<file path="src/rtl/posit_pkg.sv">
`default_nettype none
// ============================================================================
// Module      : posit_pkg
// Description : Shared posit definitions: log2 helper, special encodings and
//               the unpacked result-field bundle from the alignment stage.
// Revision    : 1.0 - initial release
// ============================================================================
package posit_pkg;

    // Ceiling log2 for elaboration-time width computation
    function automatic int log2(input int value);
        int result;
        result = 0;
        for (int i = 0; i < 31; i++) begin
            if ((1 << i) < value) begin
                result = i + 1;
            end
        end
        return result;
    endfunction

    localparam int POSIT_N  = 8;
    localparam int POSIT_ES = 3;
    localparam int POSIT_RS = log2(POSIT_N);

    // Special words and saturation bodies for the default format
    localparam logic [POSIT_N-1:0] c_nar_word    = {1'b1, {(POSIT_N-1){1'b0}}};
    localparam logic [POSIT_N-1:0] c_zero_word   = '0;
    localparam logic [POSIT_N-2:0] c_maxpos_body = '1;
    localparam logic [POSIT_N-2:0] c_minpos_body = {{(POSIT_N-2){1'b0}}, 1'b1};

    // Unpacked result fields handed over by the alignment/arithmetic stage
    typedef struct packed {
        logic                       sign;
        logic signed [POSIT_RS:0]   regime;
        logic [POSIT_ES-1:0]        exp;
        logic [POSIT_N-1:0]         mant;
        logic                       zero;
        logic                       nar;
    } posit_fields_t;

endpackage
`default_nettype wire

</file>
<file path="src/rtl/posit_round_finish.sv">
`default_nettype none
// ============================================================================
// Module      : posit_round_finish
// Description : Combinational posit finishing: round-nearest-even on the
//               packed body, saturation to maxpos/minpos, sign negation and
//               special-value override.
// Revision    : 1.0 - initial release
// ============================================================================
module posit_round_finish #(
    parameter int N = 8
) (
    input  logic [N-2:0] body,
    input  logic         guard,
    input  logic         sticky,
    input  logic         sign,
    input  logic         zero,
    input  logic         nar,
    input  logic         sat_max,
    input  logic         sat_min,
    output logic [N-1:0] posit
);

    logic         w_round_up;
    logic [N-1:0] w_sum;
    logic         w_carry;
    logic [N-2:0] w_rounded;
    logic [N-2:0] w_body;
    logic [N-1:0] w_word;

    // Increment on guard when the discarded part is above half or the tie
    // must be broken toward an even lsb; the carry may ripple into exp/regime
    assign w_round_up = guard & (sticky | body[0]);
    assign w_sum      = {1'b0, body} + {{(N-1){1'b0}}, w_round_up};
    assign w_carry    = w_sum[N-1];
    assign w_rounded  = w_sum[N-2:0];

    // Saturate, then form the unsigned word and apply sign and specials
    always_comb begin
        w_body = w_rounded;
        if (sat_max || w_carry) begin
            w_body = '1;
        end else if (sat_min || (w_rounded == '0)) begin
            w_body = {{(N-2){1'b0}}, 1'b1};
        end

        w_word = {1'b0, w_body};
        posit  = sign ? (~w_word + N'(1)) : w_word;

        if (nar) begin
            posit = {1'b1, {(N-1){1'b0}}};
        end else if (zero) begin
            posit = '0;
        end
    end

endmodule
`default_nettype wire

</file>
<file path="src/rtl/posit_result_encoder.sv">
`default_nettype none
// ============================================================================
// Module      : posit_result_encoder
// Description : Two-stage posit packer. Stage 1 builds the regime run and
//               extracts body/guard/sticky; stage 2 rounds, saturates and
//               negates. Valid/ready handshake on both sides.
// Revision    : 1.0 - initial release
// ============================================================================
module posit_result_encoder
    import posit_pkg::*;
#(
    parameter int N  = POSIT_N,
    parameter int ES = POSIT_ES,
    parameter int RS = log2(N)
) (
    input  logic                clk,
    input  logic                rst_n,
    input  logic                in_valid,
    output logic                in_ready,
    input  logic                in_sign,
    input  logic signed [RS:0]  in_regime,
    input  logic [ES-1:0]       in_exp,
    input  logic [N-1:0]        in_mant,
    input  logic                in_zero,
    input  logic                in_nar,
    output logic                out_valid,
    input  logic                out_ready,
    output logic [N-1:0]        out_posit
);

    // The seed is shifted by at most 2^RS-1 places; padding of 2^RS zeros
    // below the fraction keeps every shifted-out bit inside the sticky field
    localparam int c_pad = 1 << RS;
    localparam int c_vw  = 2 + ES + (N - 1) + c_pad;

    localparam logic signed [RS:0] c_kmax = (RS+1)'(N - 2);
    localparam logic signed [RS:0] c_kmin = (RS+1)'(-(N - 1));

    logic                    w_neg;
    logic [RS-1:0]           w_shamt;
    logic signed [c_vw-1:0]  w_seed;
    logic signed [c_vw-1:0]  w_run;
    logic [N-2:0]            w_body;
    logic                    w_guard;
    logic                    w_sticky;
    logic                    w_sat_max;
    logic                    w_sat_min;
    logic                    w_unused_hidden;
    logic                    w_s2_free;
    logic                    w_in_ready;
    logic [N-1:0]            w_posit;

    logic                    r_s1_valid;
    logic [N-2:0]            r_s1_body;
    logic                    r_s1_guard;
    logic                    r_s1_sticky;
    logic                    r_s1_sign;
    logic                    r_s1_zero;
    logic                    r_s1_nar;
    logic                    r_s1_sat_max;
    logic                    r_s1_sat_min;
    logic                    r_out_valid;
    logic [N-1:0]            r_out_posit;

    // The hidden one is implied by the format and never stored
    assign w_unused_hidden = in_mant[N-1];

    // Regime run via arithmetic shift: a "10" prefix filled with ones gives
    // k+1 ones then 0; a "01" prefix filled with zeros gives -k zeros then 1.
    // For negative k the shift is -k-1, which is simply ~k.
    assign w_neg    = in_regime[RS];
    assign w_shamt  = w_neg ? ~in_regime[RS-1:0] : in_regime[RS-1:0];
    assign w_seed   = {~w_neg, w_neg, in_exp, in_mant[N-2:0], {c_pad{1'b0}}};
    assign w_run    = w_seed >>> w_shamt;

    assign w_body   = w_run[c_vw-1 -: N-1];
    assign w_guard  = w_run[c_vw-N];
    assign w_sticky = |w_run[c_vw-N-1:0];

    assign w_sat_max = (in_regime >= c_kmax);
    assign w_sat_min = (in_regime <= c_kmin);

    assign w_s2_free  = !r_out_valid || out_ready;
    assign w_in_ready = !r_s1_valid || w_s2_free;

    // Stage-1 slot: capture packed fields on every accepted input
    always_ff @(posedge clk or negedge rst_n) begin
        if (!rst_n) begin
            r_s1_valid   <= 1'b0;
            r_s1_body    <= '0;
            r_s1_guard   <= 1'b0;
            r_s1_sticky  <= 1'b0;
            r_s1_sign    <= 1'b0;
            r_s1_zero    <= 1'b0;
            r_s1_nar     <= 1'b0;
            r_s1_sat_max <= 1'b0;
            r_s1_sat_min <= 1'b0;
        end else if (w_in_ready) begin
            r_s1_valid <= in_valid;
            if (in_valid) begin
                r_s1_body    <= w_body;
                r_s1_guard   <= w_guard;
                r_s1_sticky  <= w_sticky;
                r_s1_sign    <= in_sign;
                r_s1_zero    <= in_zero;
                r_s1_nar     <= in_nar;
                r_s1_sat_max <= w_sat_max;
                r_s1_sat_min <= w_sat_min;
            end
        end
    end

    posit_round_finish #(
        .N (N)
    ) u_round_finish (
        .body    (r_s1_body),
        .guard   (r_s1_guard),
        .sticky  (r_s1_sticky),
        .sign    (r_s1_sign),
        .zero    (r_s1_zero),
        .nar     (r_s1_nar),
        .sat_max (r_s1_sat_max),
        .sat_min (r_s1_sat_min),
        .posit   (w_posit)
    );

    // Output register: load from stage 1 whenever the slot is free or draining
    always_ff @(posedge clk or negedge rst_n) begin
        if (!rst_n) begin
            r_out_valid <= 1'b0;
            r_out_posit <= '0;
        end else if (w_s2_free) begin
            r_out_valid <= r_s1_valid;
            if (r_s1_valid) begin
                r_out_posit <= w_posit;
            end
        end
    end

    assign in_ready  = w_in_ready;
    assign out_valid = r_out_valid;
    assign out_posit = r_out_posit;

endmodule
`default_nettype wire

</file>
<file path="config.mk">
export PLATFORM = sky130hd
export DESIGN_NAME = posit_result_encoder
export DESIGN_NICKNAME = d
export VERILOG_FILES = /design/src/rtl/posit_pkg.sv /design/src/rtl/posit_round_finish.sv /design/src/rtl/posit_result_encoder.sv
export SDC_FILE = /design/constraint.sdc
export NUM_CORES = 1
export LEC_CHECK = 0
export ABC_AREA = 1
export CAP_MARGIN = 20
export CORE_MARGIN = 1.5
export CORE_UTILIZATION = 58
export CTS_BUF_LIST = sky130_fd_sc_hd__clkbuf_8
export CTS_CLUSTER_DIAMETER = 40
export DETAILED_ROUTE_END_ITERATION = 16
export MAX_ROUTING_LAYER = met4
export PLACE_DENSITY = 0.95
export SETUP_SLACK_MARGIN = 0.05
export SLEW_MARGIN = 20
export SYNTH_ARGS = -nofsm -noshare
export SYNTH_HDL_FRONTEND = slang
export SYNTH_SLANG_ARGS = --single-unit
</file>
<file path="constraint.sdc">
create_clock -name clk -period 4.77 [get_ports clk]
set_clock_uncertainty 0.15 [all_clocks]
set_input_delay 0.954 -clock clk [delete_from_list [all_inputs] [get_ports clk]]
set_output_delay 0.954 -clock clk [all_outputs]
set_load 0.05 [all_outputs]
</file>
==> flow_metrics.env <==
export IMPL_postCtsSetupBuffers=0
export IMPL_grt_pass1_wl_mm=6.89
export IMPL_drt_iter0_markers=53
export IMPL_setup_viol=0
export IMPL_worstPathMaxFanout=3
export IMPL_coreArea_mm2=0.00278
export IMPL_antenna_left=0
export IMPL_synth_avg_cell_area_um2=7.13
export IMPL_startpoint_type="primary input"
export IMPL_drt_total_wl_mm=3.78
export IMPL_insertion_delay_ns=0.27
export IMPL_ctsHoldBuffers=0
export IMPL_synthTopCellsByArea="dfrtp_1, nand2_1, inv_1"
export IMPL_post_route_period_util_pct=74.0
export IMPL_grt_pass1_vias=1644
export IMPL_port_buffers=30
export IMPL_pwr_share_comb_pct=45.0
export IMPL_clk_pin_slew_ns=0.08
export IMPL_cts_buffers=3
export IMPL_antenna_cells=0
export IMPL_swShare_pct=40.9
export IMPL_worst_ep_required_time_ns=3.67
export IMPL_power_leakage_nw=1.02
export IMPL_drive_gt1_share_pct=9.36
export IMPL_ios=32
export IMPL_post_dp_cell_area_mm2=0.00202
export IMPL_die_area_mm2=0.00327
export IMPL_antenna_found_initial=0
export IMPL_hpwl_mm=2.71
export IMPL_htreeDepth=1
export IMPL_power_switching_uw=341
export IMPL_vdd_drop_max_uv=415
export IMPL_yosysTopAreaCellShare_pct=35.2
export IMPL_synth_nets=267
export IMPL_crit_type="primary input to output port"
export IMPL_p_int_uw=491
export IMPL_grt_overflow=0
export IMPL_fin_setup_tns_ns=0
export IMPL_p_seq_share_pct=33.8
export IMPL_areaGrowthSynthToFinish_pct=22.3
export IMPL_cts_num_sinks=24
export IMPL_start_util_pct=61.3
export IMPL_ys_seq_area_share_pct=35.2
export IMPL_fin_util_pct=74.9
export IMPL_cts_tree="built"
export IMPL_rsz0062_at_grt="false"
export IMPL_yosys_area_top_type="dfrtp_1"
export IMPL_gp_congestion=0.889
export IMPL_grt_usage_pct=27.4
export IMPL_cp_end_kind="output port"
export IMPL_slew_viol_final=0
export IMPL_ys_types=34
export IMPL_wire_per_inst_um=12.7
export IMPL_cap_violations=0
export IMPL_nets=296
export IMPL_synth_seq_cells=24
export IMPL_report_final_hold_viol_count=0
export IMPL_worst_ep_arrival_time_ns=2.43
export IMPL_slew_headroom_pct=50.1
export IMPL_p_per_area_mw_per_mm2=399
export IMPL_hold_class="flop to flop"
export IMPL_synth_area_mm2=0.00170
export IMPL_outcome="complete, no violations"
export IMPL_cts_resized=0
export IMPL_r2r_slack_ns=1.69
export IMPL_post_route_drc_count=0
export IMPL_first_pass_iters=4
export IMPL_fin_area_mm2=0.00208
export IMPL_core_rowCount=19
export IMPL_fmax_mhz=283
export IMPL_period_needed_ns=3.53
export IMPL_synthCells=239
export IMPL_p_clk_share_pct=21.3
export IMPL_tightest_slew_ns=0.742
export IMPL_synth_warning_count=0
export IMPL_fp_dieW_um=57.2
export IMPL_cts_root_buf="clkbuf_8"
export IMPL_grt_max_degree=25
export IMPL_post_drt_via_cell_ratio=5.59
export IMPL_chipHeight_um=57.2
export IMPL_via_count=1666
export IMPL_cts_max_path_buffers=2
==> final timing paths <==
kind,start,to,cells after the start
max,out_ready,in_ready,4
min,out_posit[6],out_posit[6],2
max reg2reg,r_s1_body[0],out_posit[6],21
min reg2reg,out_posit[6],out_posit[6],2
max in group asynchronous,rst_n,r_s1_guard,1
min in group asynchronous,rst_n,r_s1_sat_min,1
==> power by group through the flow <==
stage	registers, mW	clock network, mW	logic, mW
floorplan	0.357	0	0.187
global placement	0.281	0	0.357
detailed placement	0.283	0	0.369
CTS	0.280	0.178	0.375
global route	0.286	0.187	0.412
finish	0.281	0.177	0.374
==> synthesized netlist by cell type <==
library cell  count
a211oi_1          2
a21oi_1          14
a22oi_1           2
a31oi_1           1
a31oi_2           1
buf_2             2
bufinv_8          1
clkbuf_1          4
dfrtp_1          24
ha_1              6
inv_1            31
inv_2             2
mux2i_1           1
nand2_1          65
nand2_2           2
nand2_4           2
nand3_1          12
nand3_2           5
nand3b_1          1
nor2_1           19
nor2_2            3
nor2_4            2
nor3_1            1
nor3_2            1
nor4_1            1
o211ai_1          1
o21ai_0          11
o21ai_1          13
o21bai_1          1
o22ai_1           3
o41ai_1           1
or2_1             1
xor2_1            2
xor2_2            1
==> registers in the layout, summed over array words and instances (netlist names) <==
signal and flops:
r_s1_sticky 1, r_s1_sat_max 1, r_s1_guard 1, r_s1_valid 1, out_valid 1, r_s1_sat_min 1
r_s1_zero 1, r_s1_nar 1, r_s1_body 7, r_s1_sign 1, out_posit 8
==> critical path: stages <==
cell and delay [ns]:
clkdlybuf4s50_1 0.47, inv_1 0.06, nand3_1 0.11, clkdlybuf4s50_1 0.82
==> layer usage <==
layer / global-route usage [%] / up-vias / wire length (um)
met5: - / - / 0
met4: 11.0 / 0 / 86
met3: 2.72 / 9 / 98
met2: 50.7 / 45 / 2040
met1: 29.8 / 781 / 1550
li1: - / 831 / -
==> metrics by stage <==
step	hold slack (ns)	setup slack, ns	power (mW)	instances
floorplan	0.322	2.05	0.544	239
global placement	0.314	1.31	0.638	294
detailed placement	0.314	1.26	0.652	294
CTS	0.337	1.24	0.833	298
global route	0.359	1.21	0.885	298
finish	0.331	1.24	0.832	298
==> cell type report <==
class / instances / area [um^2]
multi-input cells: 175 / 937
fillers: 194 / 697
flip-flops and latches: 24 / 601
repair buffers: 30 / 295
inverters: 34 / 141
clock buffers: 3 / 41.3
well taps: 31 / 38.8
clock inverters: 1 / 30.0
==> cells in the final DEF, fill, tap and decap left out, drive strengths merged, types with 3 or more instances in the layout <==
master	n
nand2	69
inv	33
clkdlybuf4s50	29
dfrtp	24
nor2	24
o21ai	24
nand3	17
a21oi	14
ha	6
o22ai	3
clkbuf	3
xor2	3
==> cell families after synthesis <==
group,after synthesis,share of synthesized area [%]
simple gates,115,31.5
fa+ha+maj,6,4.41
buf+inv,40,9.77
xor+xnor,3,1.98
flops,24,35.2
mux,1,0.587
compound gates,50,16.5
Note: power is estimated with default switching activity, not from simulation.
